File: src/rtl/spi_slv_pkg.sv
// Shared types and constants for the SPI Mode-0 responder (spi_slave_ctrl).
`timescale 1ns/1ps
package spi_slv_pkg;

    typedef enum logic [2:0] {
        IDLE    = 3'd0,
        CMD     = 3'd1,
        WR_DATA = 3'd2,
        RD_WAIT = 3'd3,
        RD_DATA = 3'd4,
        DONE    = 3'd5
    } spi_slv_state_e;

    localparam int         CMD_BITS  = 16;
    localparam int         RW_BIT    = 7;
    localparam logic       CMD_WRITE = 1'b0;
    localparam logic       CMD_READ  = 1'b1;
    localparam logic [7:0] FIFO_ADDR = 8'h80;

    // Bit counter value seen on the last (16th) rise of a word
    localparam logic [4:0] LAST_BIT  = 5'(CMD_BITS - 1);

    // Increment that sticks at all-ones instead of wrapping
    function automatic logic [7:0] sat_inc8(input logic [7:0] v);
        logic [7:0] r;
        if (v == 8'hFF) begin
            r = v;
        end else begin
            r = v + 8'd1;
        end
        return r;
    endfunction

    // Build a command word: address, R/W flag, pad bits cleared
    function automatic logic [15:0] make_cmd(input logic [7:0] addr, input logic rw);
        return {addr, rw, 7'd0};
    endfunction

endpackage

File: src/rtl/spi_slave_ctrl_if.sv
// Register back-end request bus between spi_slave_ctrl (master) and the
// register file / FIFO (slave).
`timescale 1ns/1ps
interface spi_slave_ctrl_if #(
    parameter int ADDR_W = 8,
    parameter int DATA_W = 16
) ();
    logic              wr_en;
    logic              rd_en;
    logic [ADDR_W-1:0] req_addr;
    logic [DATA_W-1:0] wr_data;
    logic [DATA_W-1:0] rd_data;
    logic              rd_valid;

    modport master (
        output wr_en, rd_en, req_addr, wr_data,
        input  rd_data, rd_valid
    );

    modport slave (
        input  wr_en, rd_en, req_addr, wr_data,
        output rd_data, rd_valid
    );
endinterface

File: src/rtl/spi_slv_sync.sv
// N-stage synchronizer for an asynchronous pin, plus rise/fall detection
// taken from the last stage against one further delayed copy.
`timescale 1ns/1ps
module spi_slv_sync #(
    parameter int STAGES = 2
) (
    input  logic clk,
    input  logic rst_n,
    input  logic din,
    output logic level,
    output logic rise,
    output logic fall
);
    logic [STAGES-1:0] sync_r;
    logic              dly_r;

    // Shift the raw pin through the chain and keep a delayed copy for edges
    always_ff @(posedge clk or negedge rst_n) begin
        if (!rst_n) begin
            sync_r <= '0;
            dly_r  <= 1'b0;
        end else begin
            sync_r <= {sync_r[STAGES-2:0], din};
            dly_r  <= sync_r[STAGES-1];
        end
    end

    assign level = sync_r[STAGES-1];
    assign rise  = sync_r[STAGES-1] & ~dly_r;
    assign fall  = ~sync_r[STAGES-1] & dly_r;

endmodule

File: src/rtl/spi_slave_ctrl.sv
// SPI Mode-0 responder: oversamples the SPI pins in the system clock domain,
// decodes 32-bit frames (16-bit command + 16-bit data) into single-cycle
// register back-end requests, and shifts read data out on miso.
// Optional feature macro: SPI_SLV_FRAME_ERR_EN adds the frame_err abort pulse
// and an internal saturating abort counter.
`timescale 1ns/1ps
module spi_slave_ctrl
    import spi_slv_pkg::*;
#(
    parameter int ADDR_W      = 8,
    parameter int DATA_W      = 16,
    parameter int SYNC_STAGES = 2
) (
    input  logic clk,
    input  logic rst_n,
    input  logic spi_sclk,
    input  logic spi_ssn,
    input  logic spi_mosi,
    output logic spi_miso,
`ifdef SPI_SLV_FRAME_ERR_EN
    output logic frame_err,
`endif
    spi_slave_ctrl_if.master bus
);

    logic sclk_level_s, sclk_rise_s, sclk_fall_s;
    logic ssn_level_s, ssn_rise_s, ssn_fall_s;
    logic mosi_s;
    logic abort_s;
    logic unused_s;
    logic [DATA_W-1:0] shift_nxt_s;

    logic [SYNC_STAGES-1:0] mosi_sync_r;
    spi_slv_state_e         state_r;
    logic [DATA_W-1:0]      shift_r;
    logic [DATA_W-1:0]      tx_r;
    logic [DATA_W-1:0]      wr_data_r;
    logic [ADDR_W-1:0]      req_addr_r;
    logic [4:0]             bit_cnt_r;
    logic                   miso_r;
    logic                   wr_en_r;
    logic                   rd_en_r;

    spi_slv_sync #(.STAGES(SYNC_STAGES)) u_sclk_sync (
        .clk   (clk),
        .rst_n (rst_n),
        .din   (spi_sclk),
        .level (sclk_level_s),
        .rise  (sclk_rise_s),
        .fall  (sclk_fall_s)
    );

    spi_slv_sync #(.STAGES(SYNC_STAGES)) u_ssn_sync (
        .clk   (clk),
        .rst_n (rst_n),
        .din   (spi_ssn),
        .level (ssn_level_s),
        .rise  (ssn_rise_s),
        .fall  (ssn_fall_s)
    );

    // Bring mosi into the clk domain with the same depth as sclk so the bit
    // is aligned with the detected rise
    always_ff @(posedge clk or negedge rst_n) begin
        if (!rst_n) begin
            mosi_sync_r <= '0;
        end else begin
            mosi_sync_r <= {mosi_sync_r[SYNC_STAGES-2:0], spi_mosi};
        end
    end

    assign mosi_s      = mosi_sync_r[SYNC_STAGES-1];
    assign shift_nxt_s = {shift_r[DATA_W-2:0], mosi_s};

    // An ssn rise only counts as an abort while a frame is still incomplete
    always_comb begin
        abort_s = 1'b0;
        case (state_r)
            CMD, WR_DATA, RD_WAIT, RD_DATA: abort_s = ssn_rise_s;
            default:                        abort_s = 1'b0;
        endcase
    end

    // Frame decoder: shifts words, issues one strobe per frame, drives miso
    always_ff @(posedge clk or negedge rst_n) begin
        if (!rst_n) begin
            state_r    <= IDLE;
            shift_r    <= '0;
            tx_r       <= '0;
            wr_data_r  <= '0;
            req_addr_r <= '0;
            bit_cnt_r  <= 5'd0;
            miso_r     <= 1'b0;
            wr_en_r    <= 1'b0;
            rd_en_r    <= 1'b0;
        end else begin
            wr_en_r <= 1'b0;
            rd_en_r <= 1'b0;
            if (abort_s) begin
                state_r <= IDLE;
                miso_r  <= 1'b0;
            end else begin
                case (state_r)
                    IDLE: begin
                        miso_r <= 1'b0;
                        if (ssn_fall_s) begin
                            bit_cnt_r <= 5'd0;
                            shift_r   <= '0;
                            state_r   <= CMD;
                        end
                    end
                    CMD: begin
                        if (sclk_rise_s) begin
                            shift_r   <= shift_nxt_s;
                            bit_cnt_r <= bit_cnt_r + 5'd1;
                            if (bit_cnt_r == LAST_BIT) begin
                                req_addr_r <= shift_nxt_s[DATA_W-1 -: ADDR_W];
                                bit_cnt_r  <= 5'd0;
                                if (shift_nxt_s[RW_BIT] == CMD_WRITE) begin
                                    state_r <= WR_DATA;
                                end else begin
                                    rd_en_r <= 1'b1;
                                    state_r <= RD_WAIT;
                                end
                            end
                        end
                    end
                    WR_DATA: begin
                        if (sclk_rise_s) begin
                            shift_r   <= shift_nxt_s;
                            bit_cnt_r <= bit_cnt_r + 5'd1;
                            if (bit_cnt_r == LAST_BIT) begin
                                wr_data_r <= shift_nxt_s;
                                wr_en_r   <= 1'b1;
                                state_r   <= DONE;
                            end
                        end
                    end
                    RD_WAIT: begin
                        // A rise before the data arrives means the master has
                        // already sampled bit 15 as 0: send zeros for the rest
                        if (sclk_rise_s) begin
                            tx_r      <= '0;
                            miso_r    <= 1'b0;
                            bit_cnt_r <= 5'd1;
                            state_r   <= RD_DATA;
                        end else if (bus.rd_valid) begin
                            tx_r      <= bus.rd_data;
                            miso_r    <= bus.rd_data[DATA_W-1];
                            bit_cnt_r <= 5'd0;
                            state_r   <= RD_DATA;
                        end
                    end
                    RD_DATA: begin
                        if (sclk_rise_s) begin
                            tx_r      <= {tx_r[DATA_W-2:0], 1'b0};
                            bit_cnt_r <= bit_cnt_r + 5'd1;
                            if (bit_cnt_r == LAST_BIT) begin
                                miso_r  <= 1'b0;
                                state_r <= DONE;
                            end else begin
                                miso_r <= tx_r[DATA_W-2];
                            end
                        end
                    end
                    DONE: begin
                        miso_r <= 1'b0;
                        if (ssn_rise_s) begin
                            state_r <= IDLE;
                        end
                    end
                    default: begin
                        miso_r  <= 1'b0;
                        state_r <= IDLE;
                    end
                endcase
            end
        end
    end

`ifdef SPI_SLV_FRAME_ERR_EN
    logic       frame_err_r;
    logic [7:0] abort_cnt_r;

    // One-cycle abort pulse plus a sticky saturating tally for debug
    always_ff @(posedge clk or negedge rst_n) begin
        if (!rst_n) begin
            frame_err_r <= 1'b0;
            abort_cnt_r <= 8'd0;
        end else begin
            frame_err_r <= abort_s;
            if (abort_s) begin
                abort_cnt_r <= sat_inc8(abort_cnt_r);
            end
        end
    end

    assign frame_err = frame_err_r;
    // Levels, the sclk fall and the debug tally have no consumer here
    assign unused_s  = ^{sclk_fall_s, sclk_level_s, ssn_level_s, abort_cnt_r};
`else
    // Levels and the sclk fall have no consumer here
    assign unused_s  = ^{sclk_fall_s, sclk_level_s, ssn_level_s};
`endif

    assign spi_miso     = miso_r;
    assign bus.wr_en    = wr_en_r;
    assign bus.rd_en    = rd_en_r;
    assign bus.req_addr = req_addr_r;
    assign bus.wr_data  = wr_data_r;

endmodule

File: src/flat_wrapper.sv
// flat-port wrapper written by rule: the top's interface ports become plain ports
module spi_slave_ctrl_flat import spi_slv_pkg::*;
#(
    parameter int ADDR_W      = 8,
    parameter int DATA_W      = 16,
    parameter int SYNC_STAGES = 2
)
  (clk, rst_n, spi_sclk, spi_ssn, spi_mosi, spi_miso, bus_wr_en, bus_rd_en, bus_req_addr, bus_wr_data, bus_rd_data, bus_rd_valid);
  spi_slave_ctrl_if #(.ADDR_W(ADDR_W), .DATA_W(DATA_W)) bus_i ();
  input  logic clk;
  input  logic rst_n;
  input  logic spi_sclk;
  input  logic spi_ssn;
  input  logic spi_mosi;
  output logic spi_miso;
  output wire logic [$bits(bus_i.wr_en)-1:0] bus_wr_en;
  output wire logic [$bits(bus_i.rd_en)-1:0] bus_rd_en;
  output wire logic [$bits(bus_i.req_addr)-1:0] bus_req_addr;
  output wire logic [$bits(bus_i.wr_data)-1:0] bus_wr_data;
  input wire logic [$bits(bus_i.rd_data)-1:0] bus_rd_data;
  input wire logic [$bits(bus_i.rd_valid)-1:0] bus_rd_valid;
  assign bus_wr_en = bus_i.wr_en;
  assign bus_rd_en = bus_i.rd_en;
  assign bus_req_addr = bus_i.req_addr;
  assign bus_wr_data = bus_i.wr_data;
  assign bus_i.rd_data = bus_rd_data;
  assign bus_i.rd_valid = bus_rd_valid;
  spi_slave_ctrl #(.ADDR_W(ADDR_W), .DATA_W(DATA_W), .SYNC_STAGES(SYNC_STAGES)) u_core (.clk(clk), .rst_n(rst_n), .spi_sclk(spi_sclk), .spi_ssn(spi_ssn), .spi_mosi(spi_mosi), .spi_miso(spi_miso), .bus(bus_i));
endmodule
File: config.mk
export PLATFORM = sky130hd
export DESIGN_NAME = spi_slave_ctrl_flat
export DESIGN_NICKNAME = d
export VERILOG_FILES = /design/src/rtl/spi_slv_pkg.sv /design/src/rtl/spi_slave_ctrl_if.sv /design/src/rtl/spi_slv_sync.sv /design/src/rtl/spi_slave_ctrl.sv /design/src/flat_wrapper.sv
export SDC_FILE = /design/constraint.sdc
export NUM_CORES = 1
export LEC_CHECK = 0
export CAP_MARGIN = 30
export CORE_MARGIN = 2
export CORE_UTILIZATION = 53
export DETAILED_ROUTE_END_ITERATION = 8
export PLACE_DENSITY = 0.78
export SLEW_MARGIN = 25
export SYNTH_ARGS = -nofsm -noshare
export SYNTH_HDL_FRONTEND = slang
export SYNTH_SLANG_ARGS = --single-unit
File: constraint.sdc
create_clock -name clk -period 2.7 [get_ports clk]
set_input_delay 0.54 -clock clk [delete_from_list [all_inputs] [get_ports clk]]
set_output_delay 0.54 -clock clk [all_outputs]
set_load 0.005 [all_outputs]
After elaboration in Yosys (flattened, before gate mapping). Index checks and enable logic that the tools add are counted.

Register bits: 73. Input port bits: 22. Word-level logic and storage cells: 98. Output and inout bits: 27.

Add/sub/neg operators: 1. Eq/ne operators: 21. Muxes and demuxes: 41. Bitwise gates (word level): 7. Reductions and logical operators: 14.

Operators with widths (count): 15-bit 2-to-1 mux (5); 15-bit case mux with 2 select lines (2); 5-bit 2-to-1 mux (6); 3-bit 2-to-1 mux (9); 3-bit by 1-bit inequality test with 1-bit output, second input constant (7); 5-bit case mux with 4 select lines (1); 1-bit 2-to-1 mux (16); 4-bit AND reduction (4); 3-bit case mux with 5 select lines (1); 2-bit by 1-bit inequality test with 1-bit output, second input constant (6); 7-bit AND reduction (1); 3-bit by 2-bit == test with 1-bit output, second input constant (2); 3-bit == test, second input constant (2); 6-bit AND reduction (1); 5-bit by 1-bit adder with 5-bit output, second input constant (1); 5-bit by 4-bit == test with 1-bit output, second input constant (1); 4-bit by 2-bit inequality test with 1-bit output, second input constant (1); 1-bit inverter (4); 2-bit nonzero test (2); 4-bit nonzero test (1); 2-bit OR reduction (2); 4-bit OR reduction (1); 1-bit AND (3); 3-bit by 1-bit == test with 1-bit output, second input constant (1); other kinds (4) (4).

Longest topological paths before layout. Gate-level depths: netlist (run 1).

Word-level depth: 5. Depth in mapped cells: 10. Mapped depth without buffers: 9.

Hierarchy. A second synthesis (run 1) with hierarchy kept.

Cell total of the unflattened synthesis: 315. Area, all modules: 3479.6 um^2.

Modules (own cells, without submodules): spi_slave_ctrl (sequential area each 1676.6 um^2, area an instance 3299.4 um^2, cells an instance 305, instances 1); spi_slv_sync (sequential area each 75.1 um^2, area an instance 90.1 um^2, cells an instance 5, instances 2).

Worst setup path after synthesis (run 1). No wires, ideal clock.

Kind: reg2reg. Start point: reg u_core.bit_cnt_r[0]. End point: reg u_core.wr_data_r[10] (netlist: u_core.bus.wr_data[10]). Cell stages (with the launch flop): 10. Setup slack: 0.727 ns. Period minus slack after synthesis: 1.973 ns. Required time: 2.575 ns. Arrival: 1.849 ns. Buffers on the path: 2. Library setup time: 0.125 ns. Cell sequence: dfrtp_1 -> ha_1 -> nand3_1 -> inv_1 -> ha_1 -> nand3_1 -> nand2b_1 -> buf_2 -> buf_2 -> mux2_2.

Cells in the longest elaborated chain, start to end: 2.

RTL lines: start, declared (line spi_slave_ctrl.sv:39) `logic [4:0] bit_cnt_r;`; start signal, assigned (line spi_slave_ctrl.sv:115) `bit_cnt_r <= bit_cnt_r + 5'd1;`; start signal, assigned (line spi_slave_ctrl.sv:131) `bit_cnt_r <= bit_cnt_r + 5'd1;`; start signal, assigned (line spi_slave_ctrl.sv:157) `bit_cnt_r <= bit_cnt_r + 5'd1;`; 5-bit by 4-bit == test with 1-bit output (line spi_slave_ctrl.sv:132) `if (bit_cnt_r == LAST_BIT) begin`; 4-bit AND reduction (no line); end signal, assigned (line spi_slave_ctrl.sv:133) `wr_data_r <= shift_nxt_s;`; end, declared (line spi_slave_ctrl.sv:37) `logic [DATA_W-1:0] wr_data_r;`.

Every way passes these cells. A chain may end at the register's enable or synchronous reset.

Worst setup path after layout (run 1).
Start point: reg u_core.bit_cnt_r[0]. End point: reg u_core.req_addr_r[5] (netlist: u_core.bus.req_addr[5]).

Cells in the longest elaborated chain, start to end: 2.

RTL lines: 5-bit by 4-bit == test with 1-bit output (line spi_slave_ctrl.sv:116) `if (bit_cnt_r == LAST_BIT) begin`; 4-bit AND reduction (no line); end signal, assigned (line spi_slave_ctrl.sv:117) `req_addr_r <= shift_nxt_s[DATA_W-1 -: ADDR_W];`; end, declared (line spi_slave_ctrl.sv:38) `logic [ADDR_W-1:0] req_addr_r;`.

Every way passes these cells.

==> impl_metrics.yaml, run 1 <==
outcome:
  status: "completed"
cells_and_area:
  final_cells: 409
  nets: 355
  n_fill_cell: 449
  area_growth_syn_to_layout_pct: 23.2
  diodes: 0
  final_core_util: 0.671
  drive_gt1_frac: 0.150
  seq_area_um2: 1830
  fin_area_um2: 3950
  multi_input_area_um2: 1250
power_and_ir_drop:
  clockPowerShare: 0.339
  power_switching_uw: 681
  peakVddDrop_uv: 456
  sequentialPowerShare: 0.516
  p_leak_nw: 1.83
  pwr-share-comb: 0.145
  switching_share: 0.276
  p_int_mw: 1.79
  finalPower_mw: 2.47
  cellPowerDensity_nw_per_um2: 624
cts:
  cts_buffers: 9
  post_cts_resized: 0
  tritoncts: "done"
  htree_levels: 3
  clockRootBuffer: "clkbuf_8"
  cts_setup_buffers: 0
  cts_hold_buf: 0
  cts_buffer_depth: 2
  clk_pin_slew_worst_paths_ps: 80
  cts.sinks: 73
  clk_latency_ps: 350
placement:
  place_inst: 392
  detailed_place.area_um2: 3740
  place_hpwl_mm: 3.96
  port_buffers: 48
  place_ws_ps: 523
  gp_congestion: 0.861
setup_path:
  path_cells: "ha_1 > nand3_1 > inv_1 > ha_1 > nand3_1 > or3_1 > mux2_1"
  worstSetupPathType: "reg2reg"
  cp.arrival_ps: 2380
  crit_required_ps: 2930
  crit_path_top_delay_cell: "or3_1"
  cp-start-kind: "flip-flop"
  cp_max_fo: 10
  worst_path_largest_cell_delay_ps: 550
  crit_path_end_kind: "flip-flop"
die:
  die_x_um: 81.8
  floorplan.initialDensity: 0.545
  core_area_um2: 5890
  dieArea_um2: 6690
  boundaryPins: 49
  die_y_um: 81.8
  num_rows: 28
synthesis:
  synthAdderAreaFrac: 0.0117
  ys_seq_area_frac: 0.569
  syn-instance-count: 280
  synth_area_leaders: "dfrtp_1 57%, mux2_2 6.3%, o2bb2ai_1 4.1%, o21ai_0 3.6%, a22oi_1 3.3%"
  avgSynthCellArea_um2: 11.5
  synth.most_common_cell: "dfrtp_1"
  synth-main-ff-cell: "dfrtp_1"
  synth-compound-area-share: 0.170
  synthSimpleGateAreaFrac: 0.120
  ys_ff_latch: 73
  yosysTopAreaCell: "dfrtp_1"
  muxShareOfSynthArea: 0.0839
  synth_edf_count: 0
  ys_warn_count: 0
  synth_xor_area_frac: 0.00273
  synth_top_family_by_area: "compound AO/OA/AOI/OAI gates"
  synth.top_cell.area_share: 0.569
  async_flop_share: 1.00
  syn_nets: 305
  synth_common_cells: "73 x dfrtp_1, 23 x o21ai_0, 21 x nand2_1, 18 x mux2_2, 18 x nand3_1"
  synth_area_um2: 3210
  ys_types: 44
sta:
  fmax_ghz: 0.466
  fin_crit_ps: 2150
  layout_setup_ws_ps: 555
  rsz0062_at_grt: "no"
  final_max_slew_viol_count: 0
  fin_tns_setup_ps: 0
  setup_viol: 0
  slew_headroom: 0.601
  hold_violations: 0
  finalClockSkew_ps: 10.2
  timing.final.crit_share: 0.795
  tightest_slew_ps: 599
  holdWs_ps: 193
grt:
  grt_pass1_wl_mm: 10.4
  track_usage: 0.207
  grt_max_degree: 74
  grt_overflow: 0
  antenna_found_initial: 0
  grt_pass1_vias: 2176
drt:
  drtPass1Iterations: 4
  wl_met3_um: 258
  via_count: 2312
  wl_met2_mm: 2.83
  wl_mm: 6.08
  viasPerCell: 5.65
  wl_met1_mm: 2.87
  post_drt_wl_per_cell_um: 14.9
  top_layer_used: "met4"
  drc_errors: 0
  ant_nets: 0
  drtIter0Drc: 263
min_path:
  hp-class: "in2async"
run:
  drv_cap: 0
per-layer routing:
metal	global-route usage	up-vias
met3	0.0495	12
met5	0	-
met1	0.288	1123
met2	0.307	55
met4	0.0967	0
li1	-	1122
sequential cells by signal (all words and copies together), names as in the netlist:
signal	flops
u_core.u_ssn_sync.sync_r	2
u_core.bus.wr_data	16
u_core.u_ssn_sync.dly_r	1
u_core.tx_r	15
u_core.state_r	3
u_core.shift_r	15
u_core.mosi_sync_r	2
u_core.bus.wr_en	1
u_core.bus.req_addr	8
u_core.bus.rd_en	1
u_core.bit_cnt_r	5
u_core.spi_miso	1
u_core.u_sclk_sync.sync_r	2
u_core.u_sclk_sync.dly_r	1
cell usage in the layout (no fill, tap or decap), types with 3 or more instances in the layout:
cell / instances
a21oi_1: 8
clkdlybuf4s50_1: 47
nor3_1: 4
nand2b_1: 4
mux2_2: 18
dfrtp_1: 73
nor2_1: 11
a22oi_1: 14
o2bb2ai_1: 15
ha_1: 3
clkbuf_8: 10
o21ai_1: 3
buf_4: 9
nand2_1: 21
nand3_1: 18
o21ai_0: 23
mux2_1: 5
inv_1: 7
nor2b_1: 4
power groups by stage:
stage                     Sequential (mW)  Combinational [mW]  Clock, mW
after floorplan                      1.24               0.290          0
after CTS                            1.27               0.354      0.853
after detailed placement             1.29               0.352          0
after global routing                 1.29               0.401      0.910
final                                1.27               0.358      0.837
after global placement               1.28               0.343          0
cell families after synthesis:
group,Yosys count
buf+inv,26
simple gates,74
xor+xnor,1
compound gates,79
fa+ha+maj,3
flops,73
mux,24
cell type report:
class / count / share of cell area
clock buffers: 10 / 0.0348
well taps: 75 / 0.0237
flip-flops and latches: 73 / 0.462
inverters: 7 / 0.00665
repair buffers: 58 / 0.142
multi-input cells: 181 / 0.316
clock inverters: 5 / 0.0142
critical path: cells and delay by family (launching register included):
kind / cells / cell delay (ps)
buffers and inverters: 1 / 80
AND/OR/NAND/NOR: 3 / 750
multiplexers: 1 / 380
flip-flops: 1 / 390
adder cells (fa/ha/maj): 2 / 410
worst paths after layout:
kind,startpoint,to,slack [ps],cells past startpoint
max,u_core.bit_cnt_r[0],u_core.bus.req_addr[5],550,7
min,rst_n,u_core.tx_r[4],190,2
max reg2reg,u_core.bit_cnt_r[0],u_core.bus.req_addr[5],550,7
min reg2reg,u_core.u_sclk_sync.sync_r[0],u_core.u_sclk_sync.sync_r[1],350,0
max in group asynchronous,rst_n,u_core.bus.req_addr[6],2190,2
min in group clk,u_core.u_sclk_sync.sync_r[0],u_core.u_sclk_sync.sync_r[1],350,0
Note: power is estimated with default switching activity, not from simulation.
==> inputs of run 2 (changes only) <==
==> constraint.sdc (replaced) <==
create_clock -name clk -period 2.17 [get_ports clk]
set_input_delay 0.434 -clock clk [delete_from_list [all_inputs] [get_ports clk]]
set_output_delay 0.434 -clock clk [all_outputs]
set_load 0.005 [all_outputs]
==> impl_metrics.yaml, run 2 (synthesis gave the netlist of run 1 again) <==
grt:
  antenna_found_initial: 0
  grt_pass1_vias: 2181
  track_usage: 0.204
  grt_max_degree: 74
  grt_pass1_wl_mm: 10.3
  grt_overflow: 0
sta:
  hold_violations: 0
  final_max_slew_viol_count: 0
  rsz0062_at_grt: "no"
  finalClockSkew_ps: 12.0
  fin_tns_setup_ps: 0
  holdWs_ps: 114
  slew_headroom: 0.611
  fmax_ghz: 0.498
  timing.final.crit_share: 0.926
  tightest_slew_ps: 584
  setup_viol: 0
  fin_crit_ps: 2010
setup_path:
  critPathCapture: "u_core.bus.req_addr[1]"
  cp-start-kind: "flip-flop"
  cp_max_fo: 10
  worst-path-buf-inv: 1
  critPathLaunch: "u_core.bit_cnt_r[0]"
  ff2ff_path_depth: 7
  crit_required_ps: 2400
  critPathTopFamily: "simple AND/OR/NAND/NOR gates"
  crit_path_end_kind: "flip-flop"
  worstSetupPathType: "reg2reg"
  critical_path_depth: 7
  crit-reg2reg-launch: "u_core.bit_cnt_r[0]"
  r2r_setup_slack_ps: 160
  crit_path_top_delay_cell: "or3_4"
  path_cells: "ha_1 > nand3_1 > inv_1 > ha_1 > nand3_1 > or3_4 > mux2_1"
  worst_path_largest_cell_delay_ps: 460
  r2r_end: "u_core.bus.req_addr[1]"
  cp.arrival_ps: 2240
power_and_ir_drop:
  power_switching_uw: 870
  peakVddDrop_uv: 463
  cellPowerDensity_nw_per_um2: 749
  sequentialPowerShare: 0.535
  p_leak_nw: 1.82
  clockPowerShare: 0.312
  switching_share: 0.295
  pwr-share-comb: 0.153
  p_int_mw: 2.08
cells_and_area:
  area_growth_syn_to_layout_pct: 22.8
  drive_gt1_frac: 0.153
  largest_reg_flops: 16
  layout_commonest_cell: "dfrtp_1"
  fin_area_um2: 3940
  final_cell_mix: "73 x dfrtp_1, 47 x clkdlybuf4s50_1, 23 x o21ai_0"
  nets: 354
  final_core_util: 0.669
  diodes: 0
  final_cells: 409
min_path:
  hp-class: "in2async"
die:
  die_x_um: 81.8
  num_rows: 28
  boundaryPins: 49
  dieArea_um2: 6690
  floorplan.initialDensity: 0.545
  die_y_um: 81.8
  core_area_um2: 5890
placement:
  place_hpwl_mm: 3.99
  place_inst: 393
  detailed_place.area_um2: 3760
  gp_congestion: 0.918
  port_buffers: 48
drt:
  drc_errors: 0
  drtPass1Iterations: 4
  post_drt_wl_per_cell_um: 14.8
  drtIter0Drc: 210
  wl_mm: 6.06
  via_count: 2315
  viasPerCell: 5.66
  ant_nets: 0
cts:
  clk_latency_ps: 340
  cts_buffers: 9
  clockRootBuffer: "clkbuf_8"
  htree_levels: 3
  post_cts_resized: 0
  cts_setup_buffers: 0
  cts.sinks: 73
  tritoncts: "done"
  clk_pin_slew_worst_paths_ps: 80
  cts_buffer_depth: 2
  cts_hold_buf: 0
outcome:
  status: "completed"
run:
  drv_cap: 0
## run 2: how the worst min path moves through the flow
stage | startpoint | to | slack, ps | cells past startpoint
4_1_cts | rst_n | u_core.tx_r[1] | 120 | 2
5_1_grt | rst_n | u_core.tx_r[1] | 140 | 2
2_1_floorplan | rst_n | u_core.bit_cnt_r[0] | 140 | 0
6_report | rst_n | u_core.tx_r[1] | 110 | 2
3_3_place_gp | u_core.mosi_sync_r[0] | u_core.mosi_sync_r[1] | 330 | 0
3_5_place_dp | u_core.u_ssn_sync.sync_r[0] | u_core.u_ssn_sync.sync_r[1] | 340 | 0
## run 2: area by class of cell
type,count,area (um2)
inverter,7,26.3
tap,75,93.8
clock buffer,9,124
fill,455,1950
clock inverter,7,47.5
multi-input combinational,181,1250
timing repair buffer,57,568
sequential,73,1830
## run 2: power by group through the flow
| stage | sequential, mW | combinational, mW | clock (mW) |
|---|---|---|---|
| 3_5_place_dp | 1.60 | 0.450 | 0 |
| 2_1_floorplan | 1.55 | 0.361 | 0 |
| 4_1_cts | 1.58 | 0.453 | 0.943 |
| 5_1_grt | 1.60 | 0.505 | 1.01 |
| 6_report | 1.58 | 0.451 | 0.921 |
| 3_3_place_gp | 1.60 | 0.437 | 0 |
## run 2: stage by stage
stage / power [mW] / setup WS (ps)
finish: 2.95 / 161
global route: 3.11 / 9.16
CTS: 2.97 / 11.8
detailed placement: 2.05 / 28.4
global placement: 2.03 / 119
floorplan: 1.91 / 197
## run 2: layer usage
metal,share of wire,GRT usage
met4,0.015,0.0917
met3,0.039,0.0418
met2,0.49,0.307
met1,0.46,0.286
met5,0,0
## run 2: worst register-to-register path, cell delays in order (launching register included)
cell,delay [ps]
dfrtp_1,390
ha_1,200
nand3_1,110
inv_1,70
ha_1,240
nand3_1,110
or3_4,460
mux2_1,330
==> inputs of run 3 (changes only) <==
--- a/config.mk
+++ b/config.mk
@@ -5,6 +5,7 @@
 export SDC_FILE = /design/constraint.sdc
 export NUM_CORES = 1
 export LEC_CHECK = 0
+export ABC_CLOCK_PERIOD_IN_PS = 2170
 export CAP_MARGIN = 30
 export CORE_MARGIN = 2
 export CORE_UTILIZATION = 53
==> results of run 3 <==
Same layout as run 2: the final DEF is identical, and so are final timing and power.
